### config.mk
export PLATFORM = sky130hd
export DESIGN_NAME = vote_session
export DESIGN_NICKNAME = d
export VERILOG_FILES = /design/src/rtl/vote_session.sv
export SDC_FILE = /design/constraint.sdc
export NUM_CORES = 1
export LEC_CHECK = 0
export ABC_AREA = 1
export ABC_CLOCK_PERIOD_IN_PS = 3450
export BUFFER_PORTS_ARGS = -buffer_cell sky130_fd_sc_hd__buf_2
export CAP_MARGIN = 40
export CELL_PAD_IN_SITES_DETAIL_PLACEMENT = 1
export CELL_PAD_IN_SITES_GLOBAL_PLACEMENT = 2
export CORE_MARGIN = 2
export CORE_UTILIZATION = 40
export DETAILED_ROUTE_END_ITERATION = 10
export GPL_ROUTABILITY_DRIVEN = 0
export PLACE_DENSITY_LB_ADDON = 0.1
export SLEW_MARGIN = 20
export SYNTH_ARGS = -nofsm -noshare
export SYNTH_HDL_FRONTEND = slang
export SYNTH_SLANG_ARGS = --single-unit
### constraint.sdc
create_clock -name CLK_50M -period 3.45 [get_ports CLK_50M]
set_input_delay 0.1725 -clock CLK_50M [delete_from_list [all_inputs] [get_ports CLK_50M]]
set_output_delay 0.1725 -clock CLK_50M [all_outputs]
set_load 0.02 [all_outputs]
### src/rtl/vote_session.sv
// rtl/vote_session.sv - three-voter yes/no session controller with debounced keys
module vote_session #(
    parameter int DB_CYCLES  = 1_000_000,
    parameter int WIN_CYCLES = 500_000_000
) (
    input  logic       CLK_50M,
    input  logic       RST_N,
    input  logic       KEY_START_N,
    input  logic       KEY_A_N,
    input  logic       KEY_B_N,
    input  logic       KEY_C_N,
    output logic [2:0] LED_VOTED,
    output logic [1:0] YES_CNT,
    output logic       BUSY,
    output logic       LED_PASS,
    output logic       LED_FAIL,
    output logic       DONE
);
    localparam int DBW = $clog2(DB_CYCLES + 1);
    localparam int TW  = $clog2(WIN_CYCLES + 1);
    localparam logic [DBW-1:0] DB_LAST = DBW'(DB_CYCLES - 1);
    localparam logic [TW-1:0]  T_LAST  = TW'(WIN_CYCLES - 1);

    typedef enum logic [1:0] {IDLE, VOTING, RESULT} state_t;

    // Key index 0 is the chair start key, 1..3 are voters A..C.
    logic [3:0]     keys_raw;
    logic [3:0]     sync1_q, sync2_q, db_q, press_q;
    logic [DBW-1:0] db_cnt_q [4];

    assign keys_raw = {KEY_C_N, KEY_B_N, KEY_A_N, KEY_START_N};

    always_ff @(posedge CLK_50M or negedge RST_N) begin
        if (!RST_N) begin
            sync1_q <= '1;
            sync2_q <= '1;
            db_q    <= '1;
            press_q <= '0;
            for (int i = 0; i < 4; i++) db_cnt_q[i] <= '0;
        end else begin
            sync1_q <= keys_raw;
            sync2_q <= sync1_q;
            for (int i = 0; i < 4; i++) begin
                press_q[i] <= 1'b0;
                if (sync2_q[i] != db_q[i]) begin
                    if (db_cnt_q[i] == DB_LAST) begin
                        db_q[i]     <= sync2_q[i];
                        db_cnt_q[i] <= '0;
                        // Only the released->pressed edge produces an event.
                        press_q[i]  <= db_q[i];
                    end else begin
                        db_cnt_q[i] <= db_cnt_q[i] + DBW'(1);
                    end
                end else begin
                    db_cnt_q[i] <= '0;
                end
            end
        end
    end

    state_t        state_q;
    logic [2:0]    voted_q;
    logic [1:0]    yes_q;
    logic [TW-1:0] timer_q;
    logic          busy_q, pass_q, fail_q, done_q;
    logic [2:0]    accept_d;
    logic [1:0]    yes_d;

    always_comb begin
        accept_d = press_q[3:1] & ~voted_q;
        yes_d    = yes_q + 2'(accept_d[0]) + 2'(accept_d[1]) + 2'(accept_d[2]);
    end

    always_ff @(posedge CLK_50M or negedge RST_N) begin
        if (!RST_N) begin
            state_q <= IDLE;
            voted_q <= '0;
            yes_q   <= '0;
            timer_q <= '0;
            busy_q  <= 1'b0;
            pass_q  <= 1'b0;
            fail_q  <= 1'b0;
            done_q  <= 1'b0;
        end else begin
            done_q <= 1'b0;
            case (state_q)
                IDLE, RESULT: begin
                    if (press_q[0]) begin
                        state_q <= VOTING;
                        voted_q <= '0;
                        yes_q   <= '0;
                        timer_q <= '0;
                        busy_q  <= 1'b1;
                        pass_q  <= 1'b0;
                        fail_q  <= 1'b0;
                    end
                end
                VOTING: begin
                    voted_q <= voted_q | accept_d;
                    yes_q   <= yes_d;
                    // Votes landing on the expiry cycle still count toward the result.
                    if (voted_q == 3'b111 || timer_q == T_LAST) begin
                        state_q <= RESULT;
                        busy_q  <= 1'b0;
                        done_q  <= 1'b1;
                        pass_q  <= (yes_d >= 2'd2);
                        fail_q  <= (yes_d < 2'd2);
                    end else begin
                        timer_q <= timer_q + TW'(1);
                    end
                end
                default: state_q <= IDLE;
            endcase
        end
    end

    assign LED_VOTED = voted_q;
    assign YES_CNT   = yes_q;
    assign BUSY      = busy_q;
    assign LED_PASS  = pass_q;
    assign LED_FAIL  = fail_q;
    assign DONE      = done_q;
endmodule

==> impl_metrics.env <==
export IMPL_status="completed"
export IMPL_skew_ns=0.00821
export IMPL_vias_per_cell=5.05
export IMPL_firstDrtPassIters=4
export IMPL_maxCapViolCount=0
export IMPL_grtUsageTotal_pct=19.4
export IMPL_fin_tns_setup_ns=0
export IMPL_antennaDiodeCount=0
export IMPL_endpoint_kind="register"
export IMPL_fill_cells=2249
export IMPL_vias=6124
export IMPL_ant_nets=0
export IMPL_post_route_period_util_pct=61.6
export IMPL_required_ns=3.75
export IMPL_post_cts_setup_buffer_count=0
export IMPL_num_io_pins=15
export IMPL_netlist_area_um2=7220
export IMPL_synthTopCellsByArea="dfrtp_1 (43%), nand2_1 (11%), nor2_1 (9.0%), inv_1 (6.5%), nand3_1 (5.5%)"
export IMPL_hpwl_mm=13.3
export IMPL_grt_max_degree=57
export IMPL_setup_worst_path_start_class="register"
export IMPL_cts_hold_buf=5
export IMPL_port_buffers=14
export IMPL_insertion_delay_ns=0.42
export IMPL_final_core_util_pct=45.8
export IMPL_syn_inst=937
export IMPL_synth_top_family_by_area="simple AND/OR/NAND/NOR gates"
export IMPL_synth_simple_area_share_pct=32.2
export IMPL_postSynth_asyncResetShare_pct=100
export IMPL_max_freq_mhz=471
export IMPL_seq_area_frac_synth_pct=47.4
export IMPL_synth_compound_area_share_pct=5.53
export IMPL_synthAdderAreaFrac_pct=1.32
export IMPL_clockBufferDepth=2
export IMPL_layout_nets=984
export IMPL_syn_nets=950
export IMPL_place_area_um2=7570
export IMPL_drtIter0Drc=174
export IMPL_ys_warn_count=0
export IMPL_grt_pass1_wl_mm=30.7
export IMPL_synth_xor_area_share_pct=6.31
export IMPL_gr_total_overflow=0
export IMPL_grt_pass1_vias=6405
export IMPL_synth_seq_cells=136
export IMPL_fp_dieW_um=138
export IMPL_coreArea_um2=17800
export IMPL_synthDistinctLibCells=36
export IMPL_synth_edf_count=0
export IMPL_synth_flop_cell="dfrtp_1"
export IMPL_cts_sinks=136
export IMPL_vdd_drop_max_mv=0.341
export IMPL_power_uw=3420
export IMPL_setup_viol=0
export IMPL_drive_above_1_share_pct=8.44
export IMPL_yosys_mux_area_fraction_pct=0
export IMPL_design_area_um2=8160
export IMPL_power_density_nw_per_um2=419
export IMPL_report_final_slew_viol_count=0
export IMPL_areaGrowthSynthToFinish_pct=13.1
export IMPL_cts_resized=0
export IMPL_relSlewSlack_pct=48.5
export IMPL_period_minus_slack_ns=2.12
export IMPL_drc_errors=0
export IMPL_start_util_pct=40.5
export IMPL_crit_type="register to register"
export IMPL_num_rows=49
export IMPL_clk_pin_slew_ns=0.06
export IMPL_htreeDepth=4
export IMPL_avgSynthCellArea_um2=7.70
export IMPL_cp_max_fo=27
export IMPL_min_path_type="input pin to asynchronous set/reset pin"
export IMPL_wl_per_cell_um=14.6
export IMPL_die_area_um2=19100
export IMPL_clockRootBuffer="clkbuf_16"
export IMPL_antenna_found_initial=0
export IMPL_wl_mm=17.7
export IMPL_synth_top_area_share_pct=43.0
export IMPL_tightest_slew_ns=0.771
export IMPL_cts_buffers_inserted=17
export IMPL_cts_tree="yes"
export IMPL_worstPathArrival_ns=2.42
export IMPL_rsz0062_at_grt="false"
export IMPL_synth_top_cell_by_area="dfrtp_1"
export IMPL_die_h_um=138
export IMPL_leakage_uw=0.00374
export IMPL_final_hold_viol_count=0
cell usage after synthesis, types with 2 or more instances:
cell type and instances:
nand2_1 214, nor2_1 174, inv_1 125, dfrtp_1 124
nand3_1 79, xor2_1 39, nor3_1 33, a21oi_1 24
o21ai_0 20, nand4_1 16, o21ai_2 14, xnor2_1 13
dfstp_2 12, nand3b_1 9, ha_1 6, nor2_2 5
a211oi_1 3, nand2_2 3, buf_2 2, buf_4 2
buf_6 2, inv_2 2, o21bai_1 2, or2_2 2
area by class of cell:
cell class	count	area [um^2]	area share, %
sequential	136	3420	41.9
clock buffer	27	493	6.04
inverter	127	477	5.84
tap	229	287	3.51
timing repair buffer	22	169	2.07
multi-input combinational	667	3270	40.1
clock inverter	4	47.5	0.582
placed cells by master (no fill, tap or decap), drive strengths merged:
master / count
clkinvlp: 1
nand4: 16
nor3b: 1
xnor2: 13
or2: 2
fa: 1
a211oi: 3
nor4: 1
ha: 6
clkbuf: 27
o21bai: 2
and2: 1
xor2: 39
nor3: 35
a31oi: 1
clkinv: 2
a21oi: 24
nand3b: 9
o21ai: 35
nand3: 80
bufinv: 1
o21a: 1
dfrtp: 124
inv: 127
buf: 17
dlygate4sd3: 5
nand2: 218
dfstp: 12
nor2: 179
routing by layer:
metal | vias up | share of wire [%] | global-route usage [%]
met5 | - | 0 | 0
met4 | 0 | 1.1 | 4.89
met3 | 17 | 2.2 | 4.30
met2 | 44 | 49 | 32.8
met1 | 3041 | 47 | 25.5
li1 | 3022 | - | -
power breakdown:
group	switching, uW	total [uW]	internal [uW]
sequential	11.2	1630	1620
clock	653	1700	1040
combinational	66.2	93.2	27.0
total	730	3420	2690
registers in the layout, summed over array words and instances, names as in the netlist:
signal,count
db_q,4
timer_q,29
DONE,1
LED_PASS,1
sync2_q,4
db_cnt_q,80
LED_VOTED,3
state_q,2
sync1_q,4
press_q,4
YES_CNT,2
BUSY,1
LED_FAIL,1
worst max-delay path: stages (launching register included):
cell	delay (ns)
dfrtp_1	0.38
ha_1	0.21
nand2_1	0.11
nor2_2	0.19
nand2_2	0.12
nor2_2	0.12
nand2_2	0.08
nand3_4	0.23
nand2_4	0.29
nand2_1	0.18
o21ai_2	0.06
metrics by stage:
stage          worst slack [ns]  hold slack [ns]  cells
6_report                   1.33            0.250   1212
5_1_grt                    1.08            0.291   1212
4_1_cts                    1.30            0.268   1212
3_5_place_dp               1.32            0.148   1176
3_3_place_gp               1.45            0.277   1175
2_1_floorplan              1.49           -0.123    937
final timing paths:
check	to	from	cells past startpoint	slack [ns]
max	timer_q[5]$_DFFE_PN0P_	timer_q[0]$_DFFE_PN0P_	10	1.33
min	timer_q[25]$_DFFE_PN0P_	RST_N	2	0.25
max reg2reg	timer_q[5]$_DFFE_PN0P_	timer_q[0]$_DFFE_PN0P_	10	1.33
min reg2reg	sync2_q[3]$_DFF_PN1_	sync1_q[3]$_DFF_PN1_	0	0.36
max in group asynchronous	timer_q[9]$_DFFE_PN0P_	RST_N	4	2.24
min in group CLK_50M	sync2_q[3]$_DFF_PN1_	sync1_q[3]$_DFF_PN1_	0	0.36
cells by family after synthesis:
group | count (synthesis)
xor+xnor | 52
flops | 136
compound gates | 66
buf+inv | 134
fa+ha+maj | 7
simple gates | 542
No activity file was read; power rests on OpenSTA's default activity.
